===== src/rtl/instruction_loader_pkg.sv =====
// Shared types and constants for the boot-time instruction loader.
// Fallback values for the memory geometry; the project normally supplies them from defines.v.
`ifndef INSTRUCTION_LEN
`define INSTRUCTION_LEN 32
`endif
`ifndef INSTRUCTION_MEM_SIZE
`define INSTRUCTION_MEM_SIZE 1024
`endif

package instruction_loader_pkg;

    localparam int unsigned LEN_W           = 16;
    localparam int unsigned BYTES_PER_INSTR = 4;
    localparam int unsigned CNT_W           = LEN_W + 2;

    typedef enum logic [2:0] {
        IDLE,
        LEN_HI,
        LEN_LO,
        LOAD,
        CHECK,
        DONE,
        ERROR
    } state_t;

    // Payload size in bytes for an instruction count taken from the header.
    function automatic logic [CNT_W-1:0] image_bytes(input logic [LEN_W-1:0] n);
        return CNT_W'(n) * CNT_W'(BYTES_PER_INSTR);
    endfunction

endpackage


===== src/rtl/loader_checksum.sv =====
// Clearable running XOR over the payload bytes, compared against a trailing byte.
module loader_checksum (
    input  logic       clk,
    input  logic       rst,
    input  logic       clr,
    input  logic       en,
    input  logic [7:0] data,
    input  logic [7:0] expected,
    output logic       match_c
);

    logic [7:0] acc;

    always_ff @(posedge clk or posedge rst) begin
        if (rst) begin
            acc <= '0;
        end else if (clr) begin
            acc <= '0;
        end else if (en) begin
            acc <= acc ^ data;
        end
    end

    assign match_c = (acc == expected);

endmodule


===== src/rtl/instruction_loader.sv =====
// Writes a length-prefixed byte-stream image into instruction memory and holds the CPU until done.
// Optional trailing XOR checksum is compiled in with LOADER_CHECKSUM_EN.
module instruction_loader
    import instruction_loader_pkg::*;
#(
    parameter int unsigned MEM_SIZE = `INSTRUCTION_MEM_SIZE,
    parameter int unsigned ADDR_W   = `INSTRUCTION_LEN
) (
    input  logic              clk,
    input  logic              rst,
    input  logic              start,
    input  logic              in_valid,
    input  logic [7:0]        in_data,
    output logic              in_ready,
    output logic              mem_wr_en,
    output logic [ADDR_W-1:0] mem_wr_addr,
    output logic [7:0]        mem_wr_byte,
    output logic              cpu_hold,
    output logic              done,
    output logic              error
);

`ifdef LOADER_CHECKSUM_EN
    localparam state_t AFTER_LOAD = CHECK;
`else
    localparam state_t AFTER_LOAD = DONE;
`endif

    state_t            state, state_next;
    logic [7:0]        len_hi, len_hi_next;
    logic [CNT_W-1:0]  left, left_next;
    logic [ADDR_W-1:0] addr, addr_next;
    logic              wr_en_next;
    logic [ADDR_W-1:0] wr_addr_next;
    logic [7:0]        wr_byte_next;
    logic [CNT_W-1:0]  total_c;
    logic              accept_c;

    assign accept_c = in_valid && in_ready;
    assign total_c  = image_bytes({len_hi, in_data});

`ifdef LOADER_CHECKSUM_EN
    logic ck_clr, ck_en, ck_match;

    loader_checksum u_checksum (
        .clk      (clk),
        .rst      (rst),
        .clr      (ck_clr),
        .en       (ck_en),
        .data     (in_data),
        .expected (in_data),
        .match_c  (ck_match)
    );
`endif

    // Next-state, counters and write-port values.
    always_comb begin
        state_next   = state;
        len_hi_next  = len_hi;
        left_next    = left;
        addr_next    = addr;
        wr_en_next   = 1'b0;
        wr_addr_next = mem_wr_addr;
        wr_byte_next = mem_wr_byte;
`ifdef LOADER_CHECKSUM_EN
        ck_clr       = 1'b0;
        ck_en        = 1'b0;
`endif
        case (state)
            IDLE, DONE, ERROR: begin
                if (start) begin
                    state_next = LEN_HI;
                    addr_next  = '0;
`ifdef LOADER_CHECKSUM_EN
                    ck_clr     = 1'b1;
`endif
                end
            end
            LEN_HI: begin
                if (accept_c) begin
                    len_hi_next = in_data;
                    state_next  = LEN_LO;
                end
            end
            LEN_LO: begin
                if (accept_c) begin
                    left_next = total_c;
                    if (total_c == CNT_W'(0)) begin
                        state_next = AFTER_LOAD;
                    end else if (32'(total_c) > MEM_SIZE) begin
                        state_next = ERROR;
                    end else begin
                        state_next = LOAD;
                    end
                end
            end
            LOAD: begin
                if (accept_c) begin
                    wr_en_next   = 1'b1;
                    wr_addr_next = addr;
                    wr_byte_next = in_data;
                    addr_next    = addr + ADDR_W'(1);
                    left_next    = left - CNT_W'(1);
`ifdef LOADER_CHECKSUM_EN
                    ck_en        = 1'b1;
`endif
                    if (left == CNT_W'(1)) begin
                        state_next = AFTER_LOAD;
                    end
                end
            end
`ifdef LOADER_CHECKSUM_EN
            CHECK: begin
                if (accept_c) begin
                    state_next = ck_match ? DONE : ERROR;
                end
            end
`endif
            default: state_next = IDLE;
        endcase
    end

    // Status outputs are decoded from the next state so they change on the accepting edge.
    always_ff @(posedge clk or posedge rst) begin
        if (rst) begin
            state       <= IDLE;
            len_hi      <= '0;
            left        <= '0;
            addr        <= '0;
            in_ready    <= 1'b0;
            mem_wr_en   <= 1'b0;
            mem_wr_addr <= '0;
            mem_wr_byte <= '0;
            cpu_hold    <= 1'b1;
            done        <= 1'b0;
            error       <= 1'b0;
        end else begin
            state       <= state_next;
            len_hi      <= len_hi_next;
            left        <= left_next;
            addr        <= addr_next;
            in_ready    <= state_next inside {LEN_HI, LEN_LO, LOAD, CHECK};
            mem_wr_en   <= wr_en_next;
            mem_wr_addr <= wr_addr_next;
            mem_wr_byte <= wr_byte_next;
            cpu_hold    <= (state_next != DONE);
            done        <= (state_next == DONE);
            error       <= (state_next == ERROR);
        end
    end

endmodule


===== config.mk =====
export PLATFORM = sky130hd
export DESIGN_NAME = instruction_loader
export DESIGN_NICKNAME = d
export VERILOG_FILES = /design/src/rtl/instruction_loader_pkg.sv /design/src/rtl/loader_checksum.sv /design/src/rtl/instruction_loader.sv
export SDC_FILE = /design/constraint.sdc
export NUM_CORES = 1
export LEC_CHECK = 0
export CELL_PAD_IN_SITES_DETAIL_PLACEMENT = 2
export CELL_PAD_IN_SITES_GLOBAL_PLACEMENT = 2
export CORE_AREA = 2 2 122 124
export CTS_CLUSTER_DIAMETER = 40
export DETAILED_ROUTE_END_ITERATION = 6
export DIE_AREA = 0 0 124 126
export MAX_ROUTING_LAYER = met4
export PLACE_DENSITY = 0.82
export SLEW_MARGIN = 40
export SYNTH_ARGS = -nofsm -noshare
export SYNTH_HDL_FRONTEND = slang
export SYNTH_SLANG_ARGS = --single-unit

===== constraint.sdc =====
create_clock -name clk -period 3.95 [get_ports clk]
set_clock_uncertainty 0.15 [all_clocks]
set_input_delay 0.5925 -clock clk [delete_from_list [all_inputs] [get_ports clk]]
set_output_delay 0.5925 -clock clk [all_outputs]
set_load 0.1 [all_outputs]

==> results of run 1 <==
==> metrics by stage <==
stage	worst slack, ns	std cells	hold slack [ns]
after global routing	0.973	770	0.359
after floorplan	0.420	529	0.301
after global placement	0.911	754	0.310
after detailed placement	0.801	754	0.315
after CTS	1.14	770	0.334
final	1.13	770	0.330
==> cells in the final DEF, fill, tap and decap left out, types with 8 or more instances in the layout <==
cell type        count
nand2_1            143
dfrtp_1            105
buf_2               45
nor2_1              42
o21ai_0             28
nand3_1             21
a21oi_1             19
xor2_1              19
clkdlybuf4s50_1     11
or3_1               10
inv_1                9
clkbuf_16            9
buf_4                9
mux2_2               8
==> registers in the layout (all words and copies together) (netlist names) <==
| signal | cells |
|---|---|
| cpu_hold | 1 |
| in_ready | 1 |
| len_hi | 8 |
| done | 1 |
| left | 18 |
| state | 3 |
| addr | 32 |
| mem_wr_en | 1 |
| mem_wr_addr | 32 |
| mem_wr_byte | 8 |
| error | 1 |
==> per-layer routing <==
layer,up-vias,global-route usage (%),share of wire (%)
met3,21,3.85,2.9
met5,-,-,0
met4,0,7.01,2.6
met1,2166,24.7,42
li1,1925,-,-
met2,56,36.0,53
==> final timing paths <==
check | endpoint | slack [ns]
worst max-delay path | left[11] | 1.13
worst min-delay path | mem_wr_addr[30] | 0.33
worst max register to register | left[11] | 1.13
worst min register to register | mem_wr_addr[30] | 0.33
max in group asynchronous | addr[16] | 2.39
min in group asynchronous | mem_wr_byte[5] | 0.51
==> cell families (layout without fill, tap and decap cells) <==
kind of cell / Yosys count / in the layout / synth area share, %
AND/OR/NAND/NOR: 271 / 271 / 25.6
flip-flops: 106 / 106 / 54.0
AO/OA/AOI/OAI: 81 / 81 / 10.8
buffers and inverters: 36 / 93 / 2.77
XOR/XNOR: 24 / 24 / 4.28
multiplexers: 8 / 8 / 1.83
adder cells (fa/ha/maj): 3 / 3 / 0.764
==> final cells by class <==
cell class              count  share of cell area, %
clock buffers               9                   3.87
clock inverters             7                   2.13
inverters                  11                  0.752
multi-input cells         387                   36.5
flip-flops and latches    106                   45.6
well taps                 184                   3.95
repair buffers             66                   7.26
==> critical path, stage by stage (launching register included) <==
cell	delay, ns
dfrtp_1	0.48
nor4_1	0.76
nand3_1	0.44
or2_2	0.42
or4_1	0.41
nand3_1	0.09
==> power breakdown <==
group          leakage, nW  total, mW  switching [mW]  internal, mW
combinational         1.21       1.56            1.18         0.384
sequential            1.40       1.59           0.269          1.32
clock                0.172       1.06           0.434         0.627
==> flow_summary.toml, run 1 <==
[outcome]
status = "completed"

[critical_path]
crit_start = "left[2]"
startpoint_type = "flip-flop"
ff2ff_path_depth = 5
path_class = "reg2reg"
crit_path_max_fanout = 7
crit_required_ns = 4.09
cp.arrival_ns = 2.97
r2r_start = "left[2]"
end_kind = "flip-flop"

[synthesis]
synthFlopType = "dfrtp_1"
ys_types = 53
ys_top_cells_by_count = "143 x nand2_1, 105 x dfrtp_1, 42 x nor2_1"
syn_inst = 529
synth_fp_nets = 544
synth_seq_cells = 106
yosysMostFrequentCell = "nand2_1"
yosys.area.top_type = "dfrtp_1"
avgSynthCellArea_sq_um = 9.29
netlist_area_sq_um = 4910
async_flop_share_pct = 100
yosys_warnings = 0
ys_top_cells_by_area = "dfrtp_1 53%, nand2_1 11%, xor2_1 3.4%"
synth-edff-count = 0
synth_top_area_share_pct = 53.5
ys_seq_area_share_pct = 54.0

[job]
maxCapViolations = 0

[placed_design]
place_area_sq_um = 5480
port_buffers = 56
dpl.hpwl_um = 10200
place_congestion = 0.812

[cts]
post_cts_buffers = 0
insertion_delay_ns = 0.36
cts_buffers = 9
cts_resized = 0
root_buffer = "clkbuf_16"
cts_tree = "yes"
htree_levels = 3
cts_buffer_depth = 2
path_clk_slew_ns = 0.07
hold_buffers = 0
cts.sink_count = 106

[cells_and_area]
fin_area_sq_um = 5820
nFillCells = 1600
final_util_pct = 40.7
nets = 596
area.sequential_sq_um = 2650
area_growth_pct = 18.5
antenna_cells = 0
multi_input_area_sq_um = 2120
drive_above_1_share_pct = 15.2

[drt]
dr.pass1.iters = 4
ant_nets = 0
via_per_inst = 5.41
wl_per_cell_um = 19.3
vias = 4168
drc_errors = 0
drtIter0Drc = 162
routed_wl_um = 14900

[die]
rows = 44
die_x_um = 124
dieArea_sq_um = 15600
ios = 57
coreArea_sq_um = 14300
die_h_um = 126
start_util_pct = 34.3

[power]
power_mw = 4.21
max-vdd-ir-drop_v = 0.000360
power_per_cell_area_nw_per_um2 = 723
p_leak_nw = 2.78

[timing]
tightest_slew_ns = 0.839
slew_headroom_pct = 43.6
report.final.slew_viol_count = 0
finalHoldViolations = 0
fin_crit_sh_pct = 71.5
fin_crit_ns = 2.82
setup_viol = 0
max_freq_ghz = 0.354
finalSetupTns_ns = 0
rsz0062_at_grt = "no"

[global_routing]
grt_pass1_vias = 4696
grt_antenna_before_repair = 0
grt_pass1_wl_um = 24700
grt_usage_pct = 21.0
grt_max_degree = 63
grt_overflow = 0

[hold_path]
hold_start = "mem_wr_addr[30]"
hold_class = "reg2reg"
min_path_cells = 2
No activity file was read; power rests on OpenSTA's default activity.
==> run 2, diff against run 1 <==
Clock period 3.95 ns to 2.85 ns, I/O delays scaled along.
==> run 2 against run 1 <==
Total power rose by 36%. Critical endpoint is now error. Largest power group is now combinational cells. Sequential share of layout area fell by 1.2 points. Non-clock buffer count rose by 14. Setup slack got worse by 0.98 ns. Critical path type unchanged. Highest routed layer unchanged.
==> flow_summary.toml, run 2 (synthesis gave the netlist of run 1 again) <==
[outcome]
status = "completed"

[timing]
finalHoldViolations = 0
fin_crit_sh_pct = 94.7
worst_slack_ns = 0.151
holdWs_ns = 0.219
finalSetupTns_ns = 0
setup_viol = 0
rsz0062_at_grt = "no"
tightest_slew_ns = 0.625
max_freq_ghz = 0.371
fin_crit_ns = 2.70
report.final.slew_viol_count = 0
slew_headroom_pct = 58.3

[power]
power_frac_seq_pct = 38.5
power_switching_mw = 2.60
clkPwrFrac_pct = 21.4
max-vdd-ir-drop_v = 0.000386
intPower_mw = 3.13
p_leak_nw = 2.82
power_per_cell_area_nw_per_um2 = 960
p_comb_share_pct = 40.1
power_mw = 5.74
switching_share_pct = 45.4

[global_routing]
grt_pass1_wl_um = 25500
grt_overflow = 0
grt_max_degree = 57
grt_pass1_vias = 4836
grt_antenna_before_repair = 0
grt_usage_pct = 21.7

[job]
maxCapViolations = 0

[cells_and_area]
antenna_cells = 0
area_growth_pct = 21.6
drive_above_1_share_pct = 16.7
nets = 610
top_regs = "addr (32), mem_wr_addr (32), left (18)"
fin_area_sq_um = 5980
stdcell_count = 783
final_util_pct = 41.8
nFillCells = 1556
final_common_cell = "nand2_1"
layout_common_cells = "143 x nand2_1, 105 x dfrtp_1, 68 x buf_4"

[placed_design]
port_buffers = 56
place_congestion = 0.830
dp_slack_ns = 0.0235
place_area_sq_um = 5690
dpl.cell_count = 768
dpl.hpwl_um = 10400

[cts]
hold_buffers = 0
cts_resized = 0
post_cts_buffers = 0
cts_buffer_depth = 2
cts_buffers = 9
htree_levels = 3
cts_tree = "yes"
path_clk_slew_ns = 0.07
insertion_delay_ns = 0.36
root_buffer = "clkbuf_16"
cts.sink_count = 106

[critical_path]
r2r_end = "error"
end_kind = "flip-flop"
crit_path_max_fanout = 8
crit_required_ns = 2.95
r2r_start = "left[9]"
cp.arrival_ns = 2.80
ff2ff_path_depth = 6
regToRegSetupSlack_ns = 0.15
path_class = "reg2reg"
startpoint_type = "flip-flop"

[die]
die_x_um = 124
start_util_pct = 34.3
die_h_um = 126
coreArea_sq_um = 14300
ios = 57
rows = 44
dieArea_sq_um = 15600

[hold_path]
hold_class = "in2async"

[drt]
ant_nets = 0
dr.pass1.iters = 4
routed_wl_um = 15000
vias = 4178
via_per_inst = 5.34
drtIter0Drc = 225
drc_errors = 0
wl_per_cell_um = 19.2
-- run 2: cell count changes in the layout (fill, tap and decap cells not counted), moves of 2 or more --
cell / delta
clkbuf_8: +3
buf_4: +59
clkbuf_1: +2
buf_2: -45
bufinv_16: -3
-- run 2: how the worst max path moves through the flow --
stage,start,to,slack (ns),depth (start not counted)
4_1_cts,left[9],error,0.15,6
3_3_place_gp,in_data[5],done,0.1,6
5_1_grt,left[9],error,0.04,6
3_5_place_dp,in_data[5],error,0.02,6
6_report,left[9],error,0.15,6
2_1_floorplan,in_ready,addr[5],0.30,5
-- run 2: critical path, cell delays in order, from the launching register on --
cell and delay [ns]:
dfrtp_1 0.47, or4_4 0.61, or4_4 0.47, or3_4 0.42, a21oi_2 0.23, inv_1 0.09
and2_1 0.17
-- run 2: power groups by stage --
stage | logic (mW) | registers, mW | clock network, mW
6_report | 2.30 | 2.21 | 1.23
3_3_place_gp | 2.20 | 2.21 | 0
4_1_cts | 2.32 | 2.21 | 1.27
2_1_floorplan | 0.974 | 2.81 | 0
5_1_grt | 2.50 | 2.26 | 1.33
3_5_place_dp | 2.30 | 2.23 | 0
-- run 2: cell type report --
type | count | area, sq um | share of cell area [%]
clock buffers | 14 | 274 | 4.58
repair buffers | 80 | 641 | 10.7
well taps | 184 | 230 | 3.85
flip-flops and latches | 106 | 2650 | 44.4
clock inverters | 1 | 8.76 | 0.147
inverters | 11 | 45.0 | 0.754
multi-input cells | 387 | 2120 | 35.5
-- run 2: routing by layer --
metal | global-route usage [%] | vias up | share of wire, %
li1 | - | 1944 | -
met1 | 25.3 | 2176 | 43
met2 | 38.1 | 44 | 53
met3 | 4.12 | 14 | 2.3
met4 | 5.22 | 0 | 1.4
met5 | - | - | 0
==> RTL change, RTL diff (settings of run 2) <==
Add a define of `LOADER_CHECKSUM_EN`.
--- a/src/rtl/instruction_loader.sv
+++ b/src/rtl/instruction_loader.sv
@@ -1,4 +1,6 @@
 // Writes a length-prefixed byte-stream image into instruction memory and holds the CPU until done.
 // Optional trailing XOR checksum is compiled in with LOADER_CHECKSUM_EN.
+`define LOADER_CHECKSUM_EN
+
 module instruction_loader
     import instruction_loader_pkg::*;
Check against the original RTL: not equivalent (Yosys sat finds a counterexample within 4 cycles, from zero or initial values and one cycle with rst high).
==> RTL change against run 2 <==
- die area unchanged
- sequential cell count increased by 8
- worst setup slack improved by 0.13 ns
- area after synthesis increased by 11%
- power increased by 18%
- wire length increased by 15%
- design area increased by 13%
- critical endpoint is now left[16]$_DFFE_PP0P_
- largest cell class unchanged
==> RTL change: results <==
[placed_design]
dpl.hpwl_mm = 11.3
dpl.cell_count = 827
place_area_um2 = 6200
gp_congestion = 0.818

[pwr]
p_int_w = 0.00398
power.leakage_nw = 3.01
vdd_ir_drop_max_v = 0.000404

[global_routing]
grt_pass1_wl_mm = 29.1
grt_max_degree = 53
grt.total_usage = 0.251
grt_pass1_vias = 5407

[clock_network]
cts_buffers = 17

[status]
outcome = "completed"

[logic_synthesis]
yosysSeqAreaShare = 0.524
synth.avg_cell_area_um2 = 9.20
yosys-top-cells-count = "nand2_1, dfrtp_1, nor2_1"
syn-num-nets = 607

[cells_and_area]
final_nets = 677
fillers = 1541
area_growth_pct = 24.3
drive_gt1_frac = 0.167

[worst_setup_path]
crit_end = "left[16]$_DFFE_PP0P_"
rr_worst_depth = 7

[route]
vias = 4742
viasPerCell = 5.52
wl_per_cell_um = 20.1
-- RTL change: cell count changes after synthesis, moves of 11 or more --
| cell | before | now |
|---|---|---|
| nor2_1 | 42 | 59 |
| xnor2_1 | 5 | 31 |
| nor3_1 | 7 | 20 |
| a21oi_1 | 19 | 30 |
| nand2_1 | 143 | 131 |
-- RTL change: worst min-delay path by stage --
stage,end,slack (ns),cells past startpoint
finish,mem_wr_byte[7]$_DFFE_PP0P_,0.31,2
global route,mem_wr_byte[7]$_DFFE_PP0P_,0.34,2
CTS,mem_wr_byte[0]$_DFFE_PP0P_,0.32,2
detailed placement,mem_wr_addr[11]$_DFFE_PP0P_,0.32,2
global placement,mem_wr_addr[29]$_DFFE_PP0P_,0.31,2
floorplan,mem_wr_addr[31]$_DFFE_PP0P_,0.31,2
-- RTL change: power by group through the flow --
stage | combinational, W | clock (W) | sequential [W]
after floorplan | 0.00115 | 0 | 0.00288
after global placement | 0.00217 | 0 | 0.00242
after detailed placement | 0.00227 | 0 | 0.00245
after CTS | 0.00231 | 0.00206 | 0.00244
after global routing | 0.00252 | 0.00214 | 0.00252
final | 0.00230 | 0.00202 | 0.00245
-- RTL change: area by class of cell --
cell class              instances  area share
flip-flops and latches        114       0.422
multi-input cells             441       0.363
repair buffers                 75      0.0910
clock buffers                  26      0.0738
well taps                     184      0.0340
clock inverters                 6     0.00814
inverters                      13     0.00777
-- RTL change: timing repair --
| item | in CTS | in global routing |
|---|---|---|
| endpoints found under the hold margin | 0 | 0 |
| gates resized for setup | 0 | 1 |
| endpoints found under the setup margin | 0 | 1 |
| hold buffers | 0 | 0 |
-- RTL change: worst max-delay path, stage by stage, from the launching register on --
cell      delay, ns
dfrtp_1        0.41
inv_1          0.13
ha_1           0.29
nand3b_1       0.29
or4b_4         0.63
o31ai_2        0.19
a21oi_1        0.10
a311oi_1       0.28
-- RTL change: stage by stage --
| step | worst slack, ns | hold WS (ns) |
|---|---|---|
| floorplan | 0.396 | 0.310 |
| global placement | 0.121 | 0.310 |
| detailed placement | 0.111 | 0.322 |
| CTS | 0.241 | 0.317 |
| global route | 0.105 | 0.343 |
| finish | 0.278 | 0.309 |
-- RTL change: layer usage --
metal	GRT usage	vias to the layer above	share of wire
met2	0.402	87	0.51
met5	-	-	0
met3	0.0543	26	0.031
li1	-	2161	-
met1	0.319	2468	0.45
met4	0.0747	0	0.017
-- RTL change: logic make-up (layout without fill, tap and decap cells) --
group | Yosys count | after routing | synth area share
xor gates and xnor gates | 42 | 42 | 0.0676
AOI/OAI and AO/OA | 96 | 96 | 0.105
adders and majority gates | 3 | 3 | 0.00690
muxes | 9 | 9 | 0.0184
DFF | 114 | 114 | 0.524
buffers and inverters | 37 | 120 | 0.0269
and+or+nand+nor | 291 | 291 | 0.251
